==> src/rtl/i2c_slave_read_byte.sv <==
// i2c_slave_read_byte: slave-side I2C receive engine for a single byte.
// Samples SDA on each SCL rising edge (MSB first) and hands every bit to the
// parent controller as a one-cycle load strobe, then pulses finish after the
// last bit. An SDA change while SCL is high (START/STOP inside the byte)
// abandons the byte with a one-cycle error pulse.
// Optional build macro: I2C_SLAVE_INPUT_SYNC_EN adds a two-flop synchronizer
// on scl and sda ahead of edge detection (bus-relative latency grows by 2).
module i2c_slave_read_byte #(
    parameter int BIT_COUNT = 8
) (
    input  logic clock,
    input  logic reset,
    input  logic go,
    input  logic scl,
    input  logic sda,
    output logic data,
    output logic load,
    output logic finish,
    output logic error
);

    localparam int CW = $clog2(BIT_COUNT) + 1;

    localparam logic [1:0] IDLE = 2'd0;
    localparam logic [1:0] RECV = 2'd1;
    localparam logic [1:0] DONE = 2'd2;

    logic sclIn;
    logic sdaIn;

`ifdef I2C_SLAVE_INPUT_SYNC_EN
    logic [1:0] sclSync_q;
    logic [1:0] sdaSync_q;

    // Two-flop synchronizer per bus line, parked at the bus-idle level
    always_ff @(posedge clock) begin
        if (reset) begin
            sclSync_q <= 2'b11;
            sdaSync_q <= 2'b11;
        end else begin
            sclSync_q <= {sclSync_q[0], scl};
            sdaSync_q <= {sdaSync_q[0], sda};
        end
    end

    assign sclIn = sclSync_q[1];
    assign sdaIn = sdaSync_q[1];
`else
    assign sclIn = scl;
    assign sdaIn = sda;
`endif

    logic [1:0]    state_q, state_d;
    logic [CW-1:0] count_q, count_d;
    logic          sclPrev_q;
    logic          sdaPrev_q;
    logic          data_q, data_d;
    logic          load_q, load_d;
    logic          finish_q, finish_d;
    logic          error_q, error_d;

    logic          rise;
    logic          hiChange;
    logic [CW-1:0] countInc;

    assign rise     = sclIn & ~sclPrev_q;
    assign hiChange = sclIn & sclPrev_q & (sdaIn != sdaPrev_q);
    assign countInc = count_q + 1'b1;

    // Previous-sample registers for edge detection, updated in every state
    always_ff @(posedge clock) begin
        if (reset) begin
            sclPrev_q <= 1'b1;
            sdaPrev_q <= 1'b1;
        end else begin
            sclPrev_q <= sclIn;
            sdaPrev_q <= sdaIn;
        end
    end

    // Next-state and registered-output decode; a high-phase SDA change beats a rise
    always_comb begin
        state_d  = state_q;
        count_d  = count_q;
        data_d   = 1'b0;
        load_d   = 1'b0;
        finish_d = 1'b0;
        error_d  = 1'b0;
        case (state_q)
            IDLE: begin
                count_d = '0;
                if (go) begin
                    state_d = RECV;
                end
            end
            RECV: begin
                if (!go) begin
                    state_d = IDLE;
                    count_d = '0;
                end else if (hiChange) begin
                    error_d = 1'b1;
                    state_d = DONE;
                end else if (rise) begin
                    data_d  = sdaIn;
                    load_d  = 1'b1;
                    count_d = countInc;
                    if (countInc == CW'(BIT_COUNT)) begin
                        finish_d = 1'b1;
                        state_d  = DONE;
                    end
                end
            end
            DONE: begin
                if (!go) begin
                    state_d = IDLE;
                    count_d = '0;
                end
            end
            default: begin
                state_d = IDLE;
                count_d = '0;
            end
        endcase
    end

    // State, bit counter and output registers
    always_ff @(posedge clock) begin
        if (reset) begin
            state_q  <= IDLE;
            count_q  <= '0;
            data_q   <= 1'b0;
            load_q   <= 1'b0;
            finish_q <= 1'b0;
            error_q  <= 1'b0;
        end else begin
            state_q  <= state_d;
            count_q  <= count_d;
            data_q   <= data_d;
            load_q   <= load_d;
            finish_q <= finish_d;
            error_q  <= error_d;
        end
    end

    assign data   = data_q;
    assign load   = load_q;
    assign finish = finish_q;
    assign error  = error_q;

endmodule

==> config.mk <==
export PLATFORM = sky130hd
export DESIGN_NAME = i2c_slave_read_byte
export DESIGN_NICKNAME = d
export VERILOG_FILES = /design/src/rtl/i2c_slave_read_byte.sv
export SDC_FILE = /design/constraint.sdc
export NUM_CORES = 1
export LEC_CHECK = 0
export ABC_CLOCK_PERIOD_IN_PS = 1200
export CORE_AREA = 10 10 47 49
export DETAILED_ROUTE_END_ITERATION = 7
export DIE_AREA = 0 0 57 59
export PLACE_DENSITY = 0.68
export SYNTH_ARGS = -nofsm -noshare
export SYNTH_HDL_FRONTEND = slang
export SYNTH_SLANG_ARGS = --single-unit
==> constraint.sdc <==
create_clock -name clock -period 1.2 [get_ports clock]
set_clock_uncertainty 0.1 [all_clocks]
set_input_delay 0.3 -clock clock [delete_from_list [all_inputs] [get_ports clock]]
set_output_delay 0.3 -clock clock [all_outputs]
set_load 0.02 [all_outputs]
==> impl_metrics.yaml <==
finish:
  drive_above_1_share: 0.514
  final_area_um2: 766
  layout.cells.non_filler: 88
  num_antenna_cells: 0
  final_core_util: 0.546
  nets: 79
  area_growth_pct: 55.3
cts:
  cts.sinks: 12
  insertion_delay_ns: 0.28
  cts_root_buffer: "clkbuf_4"
  cts_buffer_depth: 2
  cts.htree.levels: 1
  cts_tree: "done"
  holdBufCountCts: 0
  cts_made_buffers: 3
  clkTransAtPathRegs_ns: 0.07
detailed_routing:
  first_iter_violations: 13
  vias: 459
  vias_per_cell: 5.22
  first_pass_iters: 4
  wl_per_cell_um: 14.8
  drc_errors: 0
  wirelength_um: 1300
  ant_nets: 0
outcome:
  violations: "negative setup slack"
  outcome: "finished, violations left"
synth:
  synth_top_cell_by_area: "dfxtp_1"
  synthesis.nets: 56
  synthArstFlopShare: 0
  avgSynthCellArea_um2: 9.86
  yosysTopAreaCellShare: 0.487
  netlist_top_cells_count: "dfxtp_1, nand2b_1, nor2_1"
  synth.most_common_cell: "dfxtp_1"
  ys_ff_latch: 12
  synth_flop_cell: "dfxtp_1"
  ys_warn_count: 0
  syn_inst: 50
  synthTopCellsByArea: "dfxtp_1, nand2b_1, xor2_1"
  ys_types: 29
  synth_edf_count: 0
  synth-seq-area-share: 0.487
  syn_area_um2: 493
setup_path:
  worstRegToRegCells: 5
  crit_required_ns: 1.30
  startpoint_type: "flip-flop"
  worstPathMaxFanout: 3
  path_class: "reg2reg"
  cp.arrival_ns: 1.42
  end_kind: "flip-flop"
  worstReg2RegStart: "sclPrev_q$_SDFF_PP1_"
  rr_endpoint: "count_q[2]$_SDFFE_PP0P_"
  worst-r2r-setup-slack_ns: -0.12
global_route:
  grt_max_degree: 9
  grt.overflow.total: 0
  track_usage: 0.0743
  first_global_vias: 488
  grt_pass1_wl_um: 1980
  antenna_found_initial: 0
timing:
  drv_slew: 0
  rsz0062_at_grt: "yes"
  final-hold-violation-count: 0
  max_freq_ghz: 0.756
  tns_ns: -0.381
  worst_slack_ns: -0.122
  period_share: 1.10
  relSlewSlack: 0.819
  worst_slew_pin_slew_ns: 0.271
  setup_violations: 6
  min_period_ns: 1.32
hold_path:
  min_to: "sclPrev_q$_SDFF_PP1_"
  min_from: "reset"
  whs_path_depth: 3
  hold_path_class: "in2reg"
floorplan:
  core_um2: 1400
  start_util: 0.352
  row_count: 14
  io_pins: 9
  die_height_um: 59
  die_x_um: 57
  fp.dieArea_um2: 3360
job:
  max_cap_violations: 0
pwr:
  peakVddDrop_v: 0.000543
  power_density_nw_per_um2: 981
  leakagePower_uw: 0.000307
  design_power_total_uw: 751
place:
  dp_cells: 78
  place_congestion: 0.783
  placed_area_um2: 657
  post-dp-hpwl_um: 780
  numPortBuffers: 8
per-layer routing:
layer	track usage	vias up	wire, µm
li1	-	227	-
met1	0.0662	211	500
met2	0.126	14	661
met3	0.0258	7	68
met4	0.0772	0	68
met5	0	-	0
report_power, final:
group          internal [µW]  switching [µW]
combinational           41.7            38.0
clock                    129             136
sequential               401            4.84
how the worst max path moves through the flow:
stage                         endpoint               startpoint  slack, ns  depth (start not counted)
2_1_floorplan  state_q[1]$_SDFFE_PP0P_  count_q[1]$_SDFFE_PP0P_      0.005                          4
3_3_place_gp   count_q[3]$_SDFFE_PP0P_                      scl      -0.48                          5
3_5_place_dp   count_q[3]$_SDFFE_PP0P_                      scl      -0.53                          5
4_1_cts        state_q[1]$_SDFFE_PP0P_  count_q[0]$_SDFFE_PP0P_      -0.06                          4
5_1_grt        count_q[3]$_SDFFE_PP0P_     sclPrev_q$_SDFF_PP1_      -0.17                          4
6_report       count_q[2]$_SDFFE_PP0P_     sclPrev_q$_SDFF_PP1_      -0.12                          5
cells by family (layout without fill, tap and decap cells):
kind of cell	count (synthesis)	after routing	share of synthesized area
DFF	12	12	0.487
xor gates and xnor gates	2	2	0.0355
adders and majority gates	1	1	0.0254
and+or+nand+nor	22	22	0.267
buffers and inverters	2	24	0.0177
AOI/OAI and AO/OA	11	11	0.168
metrics by stage:
step	hold WS [ns]	setup WS, ns
5_1_grt	0.293	-0.173
4_1_cts	0.297	-0.0598
3_5_place_dp	0.423	-0.533
6_report	0.248	-0.122
2_1_floorplan	0.304	0.00499
3_3_place_gp	0.411	-0.479
placed cells by master (no fill, tap or decap), types with 2 or more instances in the layout:
cell | synthesis | routed
nor3_1 | 2 | 2
a21oi_1 | 2 | 2
clkbuf_4 | 0 | 3
dfxtp_4 | 0 | 2
buf_2 | 1 | 4
nand2b_4 | 0 | 2
or2_2 | 2 | 2
nor2_1 | 3 | 2
buf_4 | 0 | 11
dlygate4sd2_1 | 0 | 2
dfxtp_1 | 12 | 9
nand2_2 | 0 | 2
sequential cells by signal, indices dropped and copies added (netlist names):
register / cells
count_q: 4
state_q: 2
data: 1
error: 1
finish: 1
load: 1
sclPrev_q: 1
sdaPrev_q: 1
repair_timing:
item,in CTS,in global routing
endpoints found under the setup margin,11,8
resized for setup,22,10
pin swaps,4,6
cloned,0,0
buffers inserted,5,1
final cells by class:
cell class	count	area, µm²
Fill cell	140	636
Multi-Input combinational cell	36	317
Sequential cell	12	249
Timing Repair Buffer	20	154
Clock buffer	4	26.3
Tap cell	16	20.0
worst max-delay path, stage by stage (launching register included):
cell and delay, ns:
dfxtp_2 0.34, and2b_1 0.20, buf_4 0.14, buf_6 0.11, a21o_1 0.17, a311oi_1 0.19
No activity file was read; power rests on OpenSTA's default activity.
